File: src/rtl/alu_exec_unit_if.sv
// Issue/result bundle between the ID/EX register, the execute ALU and the EX/MEM register.
// The master side issues operations and the slave side (the ALU) returns results.
interface alu_exec_unit_if #(
  parameter int unsigned WIDTH = 32
);
  logic             in_valid;
  logic             in_ready;
  logic [3:0]       alu_ctr;
  logic [WIDTH-1:0] src_a;
  logic [WIDTH-1:0] src_b;
  logic             flush;
  logic             out_valid;
  logic [WIDTH-1:0] result;
  logic             zero;
  logic             overflow;

  modport master (
    output in_valid, alu_ctr, src_a, src_b, flush,
    input  in_ready, out_valid, result, zero, overflow
  );

  modport slave (
    input  in_valid, alu_ctr, src_a, src_b, flush,
    output in_ready, out_valid, result, zero, overflow
  );
endinterface

File: src/rtl/alu_exec_unit.sv
// Execute-stage ALU: single-cycle logic/arithmetic ops plus an iterative shift-add multiply
// that holds off new issues through in_ready while it runs.
module alu_exec_unit #(
  parameter int unsigned WIDTH = 32
) (
  input  logic              clk,
  input  logic              rst,
  alu_exec_unit_if.slave    bus
);

  localparam int unsigned CNT_W = (WIDTH > 2) ? $clog2(WIDTH) : 1;

  localparam logic [3:0] OP_AND = 4'b0000;
  localparam logic [3:0] OP_OR  = 4'b0001;
  localparam logic [3:0] OP_ADD = 4'b0010;
  localparam logic [3:0] OP_SUB = 4'b0110;
  localparam logic [3:0] OP_SLT = 4'b0111;
  localparam logic [3:0] OP_NOR = 4'b1100;
  localparam logic [3:0] OP_MUL = 4'b1000;

  typedef enum logic {S_IDLE, S_MUL} state_e;

  state_e             state_q, state_d;
  logic               in_ready_c;
  logic               accept_c;
  logic               mul_last_c;

  logic [WIDTH-1:0]   sum_c, diff_c, alu_res_c, mul_step_c;
  logic               alu_ovf_c;

  logic [WIDTH-1:0]   mcand_q, mplier_q, acc_q;
  logic [CNT_W-1:0]   cnt_q;
  logic               out_valid_q, zero_q, overflow_q;
  logic [WIDTH-1:0]   result_q;

  assign accept_c   = bus.in_valid & in_ready_c & ~bus.flush;
  assign mul_last_c = (cnt_q == CNT_W'(WIDTH - 1));

  // State register
  always_ff @(posedge clk) begin
    if (rst) state_q <= S_IDLE;
    else     state_q <= state_d;
  end

  // Next-state logic
  always_comb begin
    state_d = state_q;
    case (state_q)
      S_IDLE:  if (accept_c && (bus.alu_ctr == OP_MUL)) state_d = S_MUL;
      S_MUL:   if (bus.flush || mul_last_c)            state_d = S_IDLE;
      default: state_d = S_IDLE;
    endcase
  end

  // State-decoded outputs
  always_comb begin
    in_ready_c = 1'b0;
    if (state_q == S_IDLE) in_ready_c = 1'b1;
  end

  // Single-cycle operation datapath; illegal codes fall through to zero
  always_comb begin
    sum_c     = bus.src_a + bus.src_b;
    diff_c    = bus.src_a - bus.src_b;
    alu_res_c = '0;
    alu_ovf_c = 1'b0;
    case (bus.alu_ctr)
      OP_AND: alu_res_c = bus.src_a & bus.src_b;
      OP_OR:  alu_res_c = bus.src_a | bus.src_b;
      OP_ADD: begin
        alu_res_c = sum_c;
        alu_ovf_c = (bus.src_a[WIDTH-1] == bus.src_b[WIDTH-1]) &&
                    (sum_c[WIDTH-1] != bus.src_a[WIDTH-1]);
      end
      OP_SUB: begin
        alu_res_c = diff_c;
        alu_ovf_c = (bus.src_a[WIDTH-1] != bus.src_b[WIDTH-1]) &&
                    (diff_c[WIDTH-1] != bus.src_a[WIDTH-1]);
      end
      OP_SLT: alu_res_c[0] = ($signed(bus.src_a) < $signed(bus.src_b));
      OP_NOR: alu_res_c = ~(bus.src_a | bus.src_b);
      default: ;
    endcase
  end

  assign mul_step_c = acc_q + (mplier_q[0] ? mcand_q : '0);

  // Datapath and result registers
  always_ff @(posedge clk) begin
    if (rst) begin
      mcand_q     <= '0;
      mplier_q    <= '0;
      acc_q       <= '0;
      cnt_q       <= '0;
      out_valid_q <= 1'b0;
      result_q    <= '0;
      zero_q      <= 1'b0;
      overflow_q  <= 1'b0;
    end else begin
      out_valid_q <= 1'b0;
      if (state_q == S_IDLE) begin
        if (accept_c && (bus.alu_ctr == OP_MUL)) begin
          mcand_q  <= bus.src_a;
          mplier_q <= bus.src_b;
          acc_q    <= '0;
          cnt_q    <= '0;
        end else if (accept_c) begin
          out_valid_q <= 1'b1;
          result_q    <= alu_res_c;
          zero_q      <= (alu_res_c == '0);
          overflow_q  <= alu_ovf_c;
        end
      end else if (bus.flush) begin
        acc_q <= '0;
        cnt_q <= '0;
      end else begin
        acc_q    <= mul_step_c;
        mcand_q  <= mcand_q << 1;
        mplier_q <= mplier_q >> 1;
        cnt_q    <= cnt_q + CNT_W'(1);
        if (mul_last_c) begin
          out_valid_q <= 1'b1;
          result_q    <= mul_step_c;
          zero_q      <= (mul_step_c == '0);
          overflow_q  <= 1'b0;
        end
      end
    end
  end

  assign bus.in_ready  = in_ready_c;
  assign bus.out_valid = out_valid_q;
  assign bus.result    = result_q;
  assign bus.zero      = zero_q;
  assign bus.overflow  = overflow_q;

endmodule

File: src/flat_wrapper.sv
// flat-port wrapper written by rule: the top's interface ports become plain ports
module alu_exec_unit_flat 
#(
  parameter int unsigned WIDTH = 32
)
  (clk, rst, bus_in_valid, bus_alu_ctr, bus_src_a, bus_src_b, bus_flush, bus_in_ready, bus_out_valid, bus_result, bus_zero, bus_overflow);
  alu_exec_unit_if #(.WIDTH(WIDTH)) bus_i ();
  input  logic clk;
  input  logic rst;
  input wire logic [$bits(bus_i.in_valid)-1:0] bus_in_valid;
  input wire logic [$bits(bus_i.alu_ctr)-1:0] bus_alu_ctr;
  input wire logic [$bits(bus_i.src_a)-1:0] bus_src_a;
  input wire logic [$bits(bus_i.src_b)-1:0] bus_src_b;
  input wire logic [$bits(bus_i.flush)-1:0] bus_flush;
  output wire logic [$bits(bus_i.in_ready)-1:0] bus_in_ready;
  output wire logic [$bits(bus_i.out_valid)-1:0] bus_out_valid;
  output wire logic [$bits(bus_i.result)-1:0] bus_result;
  output wire logic [$bits(bus_i.zero)-1:0] bus_zero;
  output wire logic [$bits(bus_i.overflow)-1:0] bus_overflow;
  assign bus_i.in_valid = bus_in_valid;
  assign bus_i.alu_ctr = bus_alu_ctr;
  assign bus_i.src_a = bus_src_a;
  assign bus_i.src_b = bus_src_b;
  assign bus_i.flush = bus_flush;
  assign bus_in_ready = bus_i.in_ready;
  assign bus_out_valid = bus_i.out_valid;
  assign bus_result = bus_i.result;
  assign bus_zero = bus_i.zero;
  assign bus_overflow = bus_i.overflow;
  alu_exec_unit #(.WIDTH(WIDTH)) u_core (.clk(clk), .rst(rst), .bus(bus_i));
endmodule
File: config.mk
export PLATFORM = sky130hd
export DESIGN_NAME = alu_exec_unit_flat
export DESIGN_NICKNAME = d
export VERILOG_FILES = /design/src/rtl/alu_exec_unit_if.sv /design/src/rtl/alu_exec_unit.sv /design/src/flat_wrapper.sv
export SDC_FILE = /design/constraint.sdc
export NUM_CORES = 1
export LEC_CHECK = 0
export BUFFER_PORTS_ARGS = -buffer_cell sky130_fd_sc_hd__buf_2
export CORE_MARGIN = 2
export CORE_UTILIZATION = 62
export CTS_CLUSTER_DIAMETER = 100
export DETAILED_ROUTE_END_ITERATION = 16
export PLACE_DENSITY = 0.82
export SYNTH_ARGS = -nofsm -noshare
export SYNTH_HDL_FRONTEND = slang
export SYNTH_SLANG_ARGS = --single-unit
File: constraint.sdc
create_clock -name clk -period 4.5 [get_ports clk]
set_input_delay 0 -clock clk [delete_from_list [all_inputs] [get_ports clk]]
set_output_delay 0 -clock clk [all_outputs]
set_load 0.005 [all_outputs]
# Word-level counts from Yosys, hierarchy flattened
# Index checks and enable logic that the tools add are counted.
dict set report totals {
  inputBits 72
  ramBits 0
  reg_bits 137
  latch_bits 0
  mem_bits_ro 0
  out_inout_bits 36
  mem_count 0
}
dict set report op_classes {
  n_reduce_logical 11
  addsub 4
  div 0
  shift 0
  n_eq_ne 14
  n_bitwise 7
  magnitude_cmp 1
  mul 0
  muxes 40
}
# cell count
set ops {}
lappend ops {{32-bit two-way mux} 15}
lappend ops {{31-bit one-hot mux with 5 select lines} 1}
lappend ops {{32-bit adder} 2}
lappend ops {{32-bit zero test} 2}
lappend ops {{32-bit AND} 1}
lappend ops {{32-bit < comparator} 1}
lappend ops {{32-bit NOT} 1}
lappend ops {{32-bit OR} 1}
lappend ops {{32-bit subtractor} 1}
lappend ops {{1-bit two-way mux} 18}
lappend ops {{5-bit two-way mux} 3}
lappend ops {{4-bit by 3-bit equality test with 1-bit output, second input constant} 2}
lappend ops {{4-bit equality test, second input constant} 2}
lappend ops {{1-bit one-hot mux with 6 select lines} 1}
lappend ops {{5-bit by 1-bit adder with 5-bit output, second input constant} 1}
lappend ops {{5-bit equality test, second input constant} 1}
lappend ops {{4-bit by 1-bit equality test with 1-bit output, second input constant} 1}
lappend ops {{4-bit by 2-bit equality test with 1-bit output, second input constant} 1}
lappend ops {{4-bit zero test} 1}
lappend ops {{2-bit inequality test, second input constant} 2}
lappend ops {{1-bit one-hot mux with 2 select lines} 2}
lappend ops {{4-bit AND reduction} 1}
lappend ops {{2-bit nonzero test} 2}
lappend ops {{1-bit logical AND} 3}
lappend ops {{other kinds (7)} 11}

# Longest topological paths before layout
# Gate-level depths: netlist (run 1).
dict set report logic_depth {
  depth_word 7
  mapped_depth 15
}

# Worst setup path before layout (run 1)
# No wires, ideal clock.
dict set report synth_timing {
  path_kind {register to register}
  startpoint {register u_core.mplier_q[0]}
  endpoint {register u_core.zero_q (netlist: u_core.bus.zero)}
  required_time_ns 4.431
  synth_period_minus_slack_ns 3.621
  setup_time_ns 0.069
  path_stages_with_launch 16
  path_buffers 1
  arrival_ns 3.552
  setup_slack_ns 0.879
  path_cell_list {dfxtp_1 -> clkbuf_1 -> and2_1 -> ha_1 -> fa_1 -> a211oi_2 -> nor4_1 -> or4_1 -> a311oi_2 -> o21ai_1 -> a21oi_1 -> xnor2_1 -> or4_1 -> nor4_1 -> a21oi_1 -> o21ai_1}
}
dict set report synth_between {
  elab_chain_cells 6
}
# item line_no
set synth_rtl {}
lappend synth_rtl {{start: declaration} alu_exec_unit.sv:31} ;# logic [WIDTH-1:0] mcand_q, mplier_q, acc_q;
lappend synth_rtl {{start signal: assignment} alu_exec_unit.sv:104} ;# mplier_q <= bus.src_b;
lappend synth_rtl {{start signal: assignment} alu_exec_unit.sv:119} ;# mplier_q <= mplier_q >> 1;
lappend synth_rtl {{32-bit two-way mux} alu_exec_unit.sv:86} ;# assign mul_step_c = acc_q + (mplier_q[0] ? mcand_q : '0);
lappend synth_rtl {{32-bit adder} alu_exec_unit.sv:86}
lappend synth_rtl {{32-bit zero test} alu_exec_unit.sv:124} ;# zero_q <= (mul_step_c == '0);
lappend synth_rtl {{1-bit two-way mux} alu_exec_unit.sv:121} ;# if (mul_last_c) begin
lappend synth_rtl {{1-bit two-way mux} alu_exec_unit.sv:113} ;# end else if (bus.flush) begin
lappend synth_rtl {{1-bit two-way mux} alu_exec_unit.sv:101} ;# if (state_q == S_IDLE) begin
lappend synth_rtl {{end signal: assignment} alu_exec_unit.sv:110} ;# zero_q <= (alu_res_c == '0);
lappend synth_rtl {{end signal: assignment} alu_exec_unit.sv:124}
lappend synth_rtl {{end: declaration} alu_exec_unit.sv:33} ;# logic out_valid_q, zero_q, overflow_q;
# No other way between the ends. The select of a mux whose other input is x is not followed.
# A chain may end at the register's enable or synchronous reset.

# Worst setup path in the final report (run 1)
dict set report layout_timing {
  startpoint {register u_core.mcand_q[0]}
  endpoint {register u_core.zero_q (netlist: u_core.bus.zero)}
}
dict set report layout_between {
  elab_chain_cells 6
}
# item line_no
set layout_rtl {}
lappend layout_rtl {{start: declaration} alu_exec_unit.sv:31}
lappend layout_rtl {{start signal: assignment} alu_exec_unit.sv:103} ;# mcand_q <= bus.src_a;
lappend layout_rtl {{start signal: assignment} alu_exec_unit.sv:118} ;# mcand_q <= mcand_q << 1;
lappend layout_rtl {{32-bit two-way mux} alu_exec_unit.sv:86}
lappend layout_rtl {{32-bit adder} alu_exec_unit.sv:86}
lappend layout_rtl {{32-bit zero test} alu_exec_unit.sv:124}
lappend layout_rtl {{1-bit two-way mux} alu_exec_unit.sv:121}
lappend layout_rtl {{1-bit two-way mux} alu_exec_unit.sv:113}
lappend layout_rtl {{1-bit two-way mux} alu_exec_unit.sv:101}
# No other way between the ends. The select of a mux whose other input is x is not followed.

==> impl_metrics.json, run 1 <==
{
  "slew_viol_final": 0,
  "share_comb_of_total_power_pct": 26.8,
  "die_x_um": 151,
  "synth_top_area_share_pct": 20.5,
  "clockPowerShare_pct": 39.9,
  "synth-edff-count": 0,
  "drc": 0,
  "core_um2": 21100,
  "grt_max_degree": 113,
  "fmaxAchievable_mhz": 245,
  "drive_gt1_share_pct": 10.5,
  "fin_util_pct": 71.9,
  "vias_per_cell": 6.81,
  "hold_slack_ns": 0.00373,
  "antenna_left": 0,
  "syn-instance-count": 1782,
  "cts-root-buf": "clkbuf_16",
  "clockBufferDepth": 2,
  "cts.sinks": 137,
  "synth_area_um2": 13400,
  "path_class": "reg2reg",
  "critPathLaunch": "u_core.mcand_q[0]",
  "cts_tree": "yes",
  "htree_levels": 4,
  "async_flop_share_pct": 0,
  "ys_types": 84,
  "worstMarginPinSlew_ns": 1.13,
  "r2r-start": "u_core.mcand_q[0]",
  "p_seq_share_pct": 33.3,
  "syn-num-nets": 1998,
  "switchingPower_mw": 1.29,
  "die_height_um": 151,
  "grt_first_pass_wirelength_um": 72900,
  "path_clk_slew_ns": 0.06,
  "leakage_nw": 6.26,
  "final_nets": 2088,
  "ys_seq_area_share_pct": 20.5,
  "numCtsBuffers": 17,
  "power.density_nw_per_um2": 249,
  "ios": 108,
  "fin_skew_ns": 0.0165,
  "status": "finished clean",
  "rsz0062_at_grt": "false",
  "crit_fanout": 4,
  "grt_pass1_vias": 13400,
  "min_from": "bus_in_valid",
  "start_util_pct": 63.5,
  "final_cell_area_um2": 15200,
  "drt-initial-drc-count": 1735,
  "ys_warn_count": 0,
  "syn2layout_area_growth_pct": 13.3,
  "start_kind": "flop",
  "antenna_found_initial": 2,
  "synthFlopType": "dfxtp_1",
  "place_congestion": 1.05,
  "yosysTopAreaCell": "dfxtp_1",
  "maxCapViolCount": 0,
  "switching_share_pct": 34.2,
  "worstPathArrival_ns": 4.44,
  "wl_um": 47100,
  "dpl.hpwl_um": 34700,
  "syn_avg_cell_area_um2": 7.51,
  "yosys_register_bits": 137,
  "required_ns": 4.86,
  "placed_cell_area_um2": 14100,
  "insertion_delay_ns": 0.44,
  "firstDrtPassIters": 6,
  "synthTopCellsByArea": "dfxtp_1 (20%), ha_1 (13%), nor2_1 (6.8%)",
  "setup_tns_ns": 0,
  "cts-resized-gates": 0,
  "hold_violations": 0,
  "cts_setup_buffers": 0,
  "ctsHoldBuffers": 49,
  "setup_violations": 0,
  "end_kind": "flop",
  "ir_drop_uv": 226,
  "post-route-period-util_pct": 90.6,
  "internal_power_mw": 2.48,
  "finalCriticalPeriod_ns": 4.08,
  "overflow": 0,
  "io_buffers": 107,
  "power_mw": 3.77,
  "grt.total_usage_pct": 40.7,
  "rows": 53,
  "vias": 14700,
  "post_drt_wl_per_cell_um": 21.8,
  "hp-class": "in2reg",
  "die_area_um2": 22800,
  "maxSlewHeadroom_pct": 24.7
}
path summary, 6_finish.rpt:
check	endpoint	slack [ns]	cells past startpoint
setup / recovery	u_core.bus.zero	0.42	14
hold / removal	u_core.mcand_q[0]	0.004	5
setup reg to reg	u_core.bus.zero	0.42	14
hold reg to reg	u_core.bus.result[12]	0.46	2
critical path, cell delays in order (launching register included):
cell and delay, ns:
dfxtp_1 0.32, and2_1 0.16, ha_1 0.21, fa_1 0.45
a211oi_2 0.28, nor4_1 0.11, nor3_1 0.34, o21ai_1 0.21
a31oi_1 0.50, mux2i_1 0.25, o2111ai_1 0.20, or4_1 0.53
nor4_1 0.24, a21oi_1 0.12, o21ai_1 0.07
cell usage in the layout (no fill, tap or decap), types with 8 or more instances in the layout:
cell type	instances
nand3_1	30
inv_1	115
dlygate4sd3_1	49
or2_2	9
o21ai_1	10
a31oi_1	13
nor2_1	239
o31ai_1	14
o211ai_1	19
xnor2_1	24
and3_1	11
and2_1	45
xor2_1	9
o2111ai_1	8
a21o_1	16
nor2b_1	18
buf_2	106
nor3b_1	8
nand4_1	20
nand2_1	98
nand2b_1	11
dfxtp_1	136
o21a_1	11
a22oi_1	55
ha_1	141
nor3_1	42
o21ai_0	61
nor4_1	18
a221oi_1	30
mux2i_1	69
o21bai_1	10
buf_4	23
a211oi_1	87
clkbuf_16	17
a21oi_1	135
a221o_1	14
kinds of logic after synthesis:
group / after synthesis / synth area share [%]
simple gates: 591 / 21.3
compound gates: 586 / 31.0
buf+inv: 222 / 6.34
fa+ha+maj: 144 / 13.6
flops: 137 / 20.5
mux: 69 / 5.16
xor+xnor: 33 / 2.16
power groups by stage:
stage	logic (mW)	registers [mW]	clock network, mW
2_1_floorplan	0.620	1.28	0
5_1_grt	1.08	1.26	1.55
3_3_place_gp	0.920	1.28	0
4_1_cts	0.968	1.25	1.51
6_report	1.01	1.26	1.51
3_5_place_dp	0.930	1.28	0
per-layer routing:
| layer | GRT usage (%) | share of wire [%] | vias up |
|---|---|---|---|
| li1 | - | - | 6785 |
| met2 | 65.0 | 44 | 878 |
| met4 | 16.3 | 4.2 | 2 |
| met5 | 0 | 0.028 | - |
| met3 | 8.10 | 12 | 168 |
| met1 | 54.0 | 40 | 6867 |
stage by stage:
| stage | worst slack [ns] | std cells |
|---|---|---|
| 5_1_grt | 0.166 | 2159 |
| 6_report | 0.422 | 2160 |
| 4_1_cts | 0.512 | 2158 |
| 3_5_place_dp | 0.511 | 2079 |
| 2_1_floorplan | 0.879 | 1782 |
| 3_3_place_gp | 0.623 | 2079 |
state kept, by name, summed over array words and instances (netlist names):
| register | cells |
|---|---|
| u_core.mcand_q | 32 |
| u_core.bus.result | 32 |
| u_core.bus.overflow | 1 |
| u_core.state_q | 1 |
| u_core.bus.out_valid | 1 |
| u_core.mplier_q | 32 |
| u_core.acc_q | 32 |
| u_core.cnt_q | 5 |
| u_core.bus.zero | 1 |
final cells by class:
class,instances,area (um^2)
clock inverter,12,165
timing repair buffer,178,1190
clock buffer,18,439
tap,275,344
inverter,115,432
antenna,2,5.00
sequential,137,2750
fill,1729,5920
multi-input combinational,1423,9840
Yosys cell counts, drive strengths merged, types with 44 or more instances:
cell,count
nor2,242
dfxtp,137
o21ai,71
inv,115
and2,45
nand2,100
a211oi,88
nor3,44
a21oi,135
a22oi,55
ha,141
mux2i,69
clkbuf,91
Power figures use the tool's default switching activity.
==> run 2, diff against run 1 <==
Settings changed: CORE_UTILIZATION 62 to 63, CTS_BUF_LIST from default to sky130_fd_sc_hd__clkbuf_4 sky130_fd_sc_hd__clkbuf_8, PLACE_DENSITY 0.82 to 0.83.
==> run 2 against run 1 <==
Sequential cell count did not move. Via count rose by 1.3%. First-iteration DRC count down 5.2%. Clock skew rose by 0.0022 ns. Core utilization increased by 0.48 points. Sequential power barely moved. Design area hardly changed. Fmax decreased by 1.1%. Register-to-register slack worse by 0.02 ns. Critical path type is now in2reg. Largest power group is now registers. Highest routed layer unchanged.
==> impl_metrics.json, run 2 (synthesis gave the netlist of run 1 again) <==
{
  "setup_tns_ns": 0,
  "end_kind": "flop",
  "numCtsBuffers": 17,
  "firstDrtPassIters": 9,
  "path_clk_slew_ns": 0.09,
  "power_mw": 3.46,
  "grt_first_pass_wirelength_um": 74500,
  "maxCapViolCount": 0,
  "hold_violations": 0,
  "r2r-start": "u_core.mcand_q[0]",
  "ctsHoldBuffers": 63,
  "rsz0062_at_grt": "false",
  "setup_violations": 0,
  "rows": 53,
  "start_kind": "input pin",
  "die_area_um2": 22400,
  "insertion_delay_ns": 0.46,
  "die_height_um": 150,
  "required_ns": 4.89,
  "wl_um": 48000,
  "fmaxAchievable_mhz": 242,
  "io_buffers": 107,
  "drive_gt1_share_pct": 10.8,
  "instances_no_fill": 2181,
  "final_nets": 2108,
  "antenna_found_initial": 1,
  "antenna_left": 0,
  "vias_per_cell": 6.83,
  "cts.sinks": 137,
  "reg2regPathDepth": 14,
  "grt.total_usage_pct": 42.1,
  "rr_endpoint": "u_core.bus.zero",
  "overflow": 0,
  "dpl.hpwl_um": 35400,
  "die_x_um": 150,
  "power.density_nw_per_um2": 228,
  "post-route-period-util_pct": 91.7,
  "numPlacedInstances": 2085,
  "clockBufferDepth": 2,
  "hold_path_end": "u_core.mplier_q[26]",
  "layout_common_cells": "nor2_1 (239), ha_1 (141), dfxtp_1 (136)",
  "place_ws_ns": 0.501,
  "worstPathArrival_ns": 4.51,
  "htree_levels": 4,
  "cts-root-buf": "clkbuf_8",
  "drc": 0,
  "crit_fanout": 4,
  "start_util_pct": 63.9,
  "hp-class": "in2reg",
  "cts-resized-gates": 0,
  "worst_slack_ns": 0.375,
  "core_um2": 21000,
  "finalCriticalPeriod_ns": 4.12,
  "ios": 108,
  "hold_slack_ns": 0.0485,
  "min_path_cells": 3,
  "final_common_cell": "nor2_1",
  "min_from": "bus_src_b[26]",
  "grt_max_degree": 112,
  "cts_setup_buffers": 0,
  "status": "finished clean",
  "grt_pass1_vias": 14000,
  "worstMarginPinSlew_ns": 1.17,
  "reg2reg_setup_slack_ns": 0.40,
  "leakage_nw": 6.27,
  "cts_tree": "yes",
  "path_class": "in2reg",
  "place_congestion": 1.06,
  "fin_skew_ns": 0.0186,
  "ir_drop_uv": 157,
  "drt-initial-drc-count": 1644,
  "syn2layout_area_growth_pct": 13.3,
  "maxSlewHeadroom_pct": 22.3,
  "vias": 14900,
  "post_drt_wl_per_cell_um": 22.0,
  "slew_viol_final": 0
}
[run 2: area by class of cell]
cell class                 count  area, um^2
multi-input combinational   1423        9840
fill                        1680        5780
sequential                   137        2750
timing repair buffer         198        1380
inverter                     115         432
tap                          275         344
clock buffer                  18         241
clock inverter                14         185
antenna                        1        2.50
[run 2: worst max-delay path, stage by stage]
cell and delay (ns):
dlygate4sd3_1 0.55, buf_2 0.16, ha_1 0.23, fa_1 0.41
o21ba_2 0.25, nor4_1 0.55, o21ai_0 0.21, a311o_1 0.35
o32ai_1 0.28, o2111ai_1 0.29, nor4b_1 0.44, nand4_1 0.23
nor4_4 0.26, nand4b_1 0.14, o21ai_1 0.14
[run 2: stage by stage]
step / instance area [um^2] / util [%]
after detailed placement: 14100 / 67.4
after floorplan: 13400 / -
final: 15200 / 72.4
after CTS: 15200 / 72.4
after global placement: 14100 / 67.4
after global routing: 15200 / 72.4
[run 2: power breakdown]
part	switching (mW)	leakage, nW	internal (mW)
Clock	0.602	0.221	0.573
Combinational	0.661	4.94	0.367
Sequential	0.0175	1.11	1.24
Total	1.28	6.27	2.18
[run 2: layer usage]
layer	track usage, %	wire (um)	vias up
li1	-	-	6821
met1	54.2	19000	6988
met2	68.0	21900	911
met3	9.57	5250	174
met4	17.6	1890	2
met5	0	7	-
[run 2: worst max path at each step]
| stage | slack (ns) | from | to | cells past startpoint |
|---|---|---|---|---|
| finish | 0.38 | bus_src_b[0] | u_core.bus.zero | 15 |
| global route | 0.16 | u_core.mcand_q[0] | u_core.bus.zero | 14 |
| CTS | 0.45 | u_core.mcand_q[0] | u_core.bus.zero | 14 |
| detailed placement | 0.50 | u_core.mcand_q[0] | u_core.bus.zero | 14 |
| global placement | 0.67 | u_core.mcand_q[0] | u_core.bus.zero | 14 |
| floorplan | 0.88 | u_core.mplier_q[0] | u_core.bus.zero | 15 |
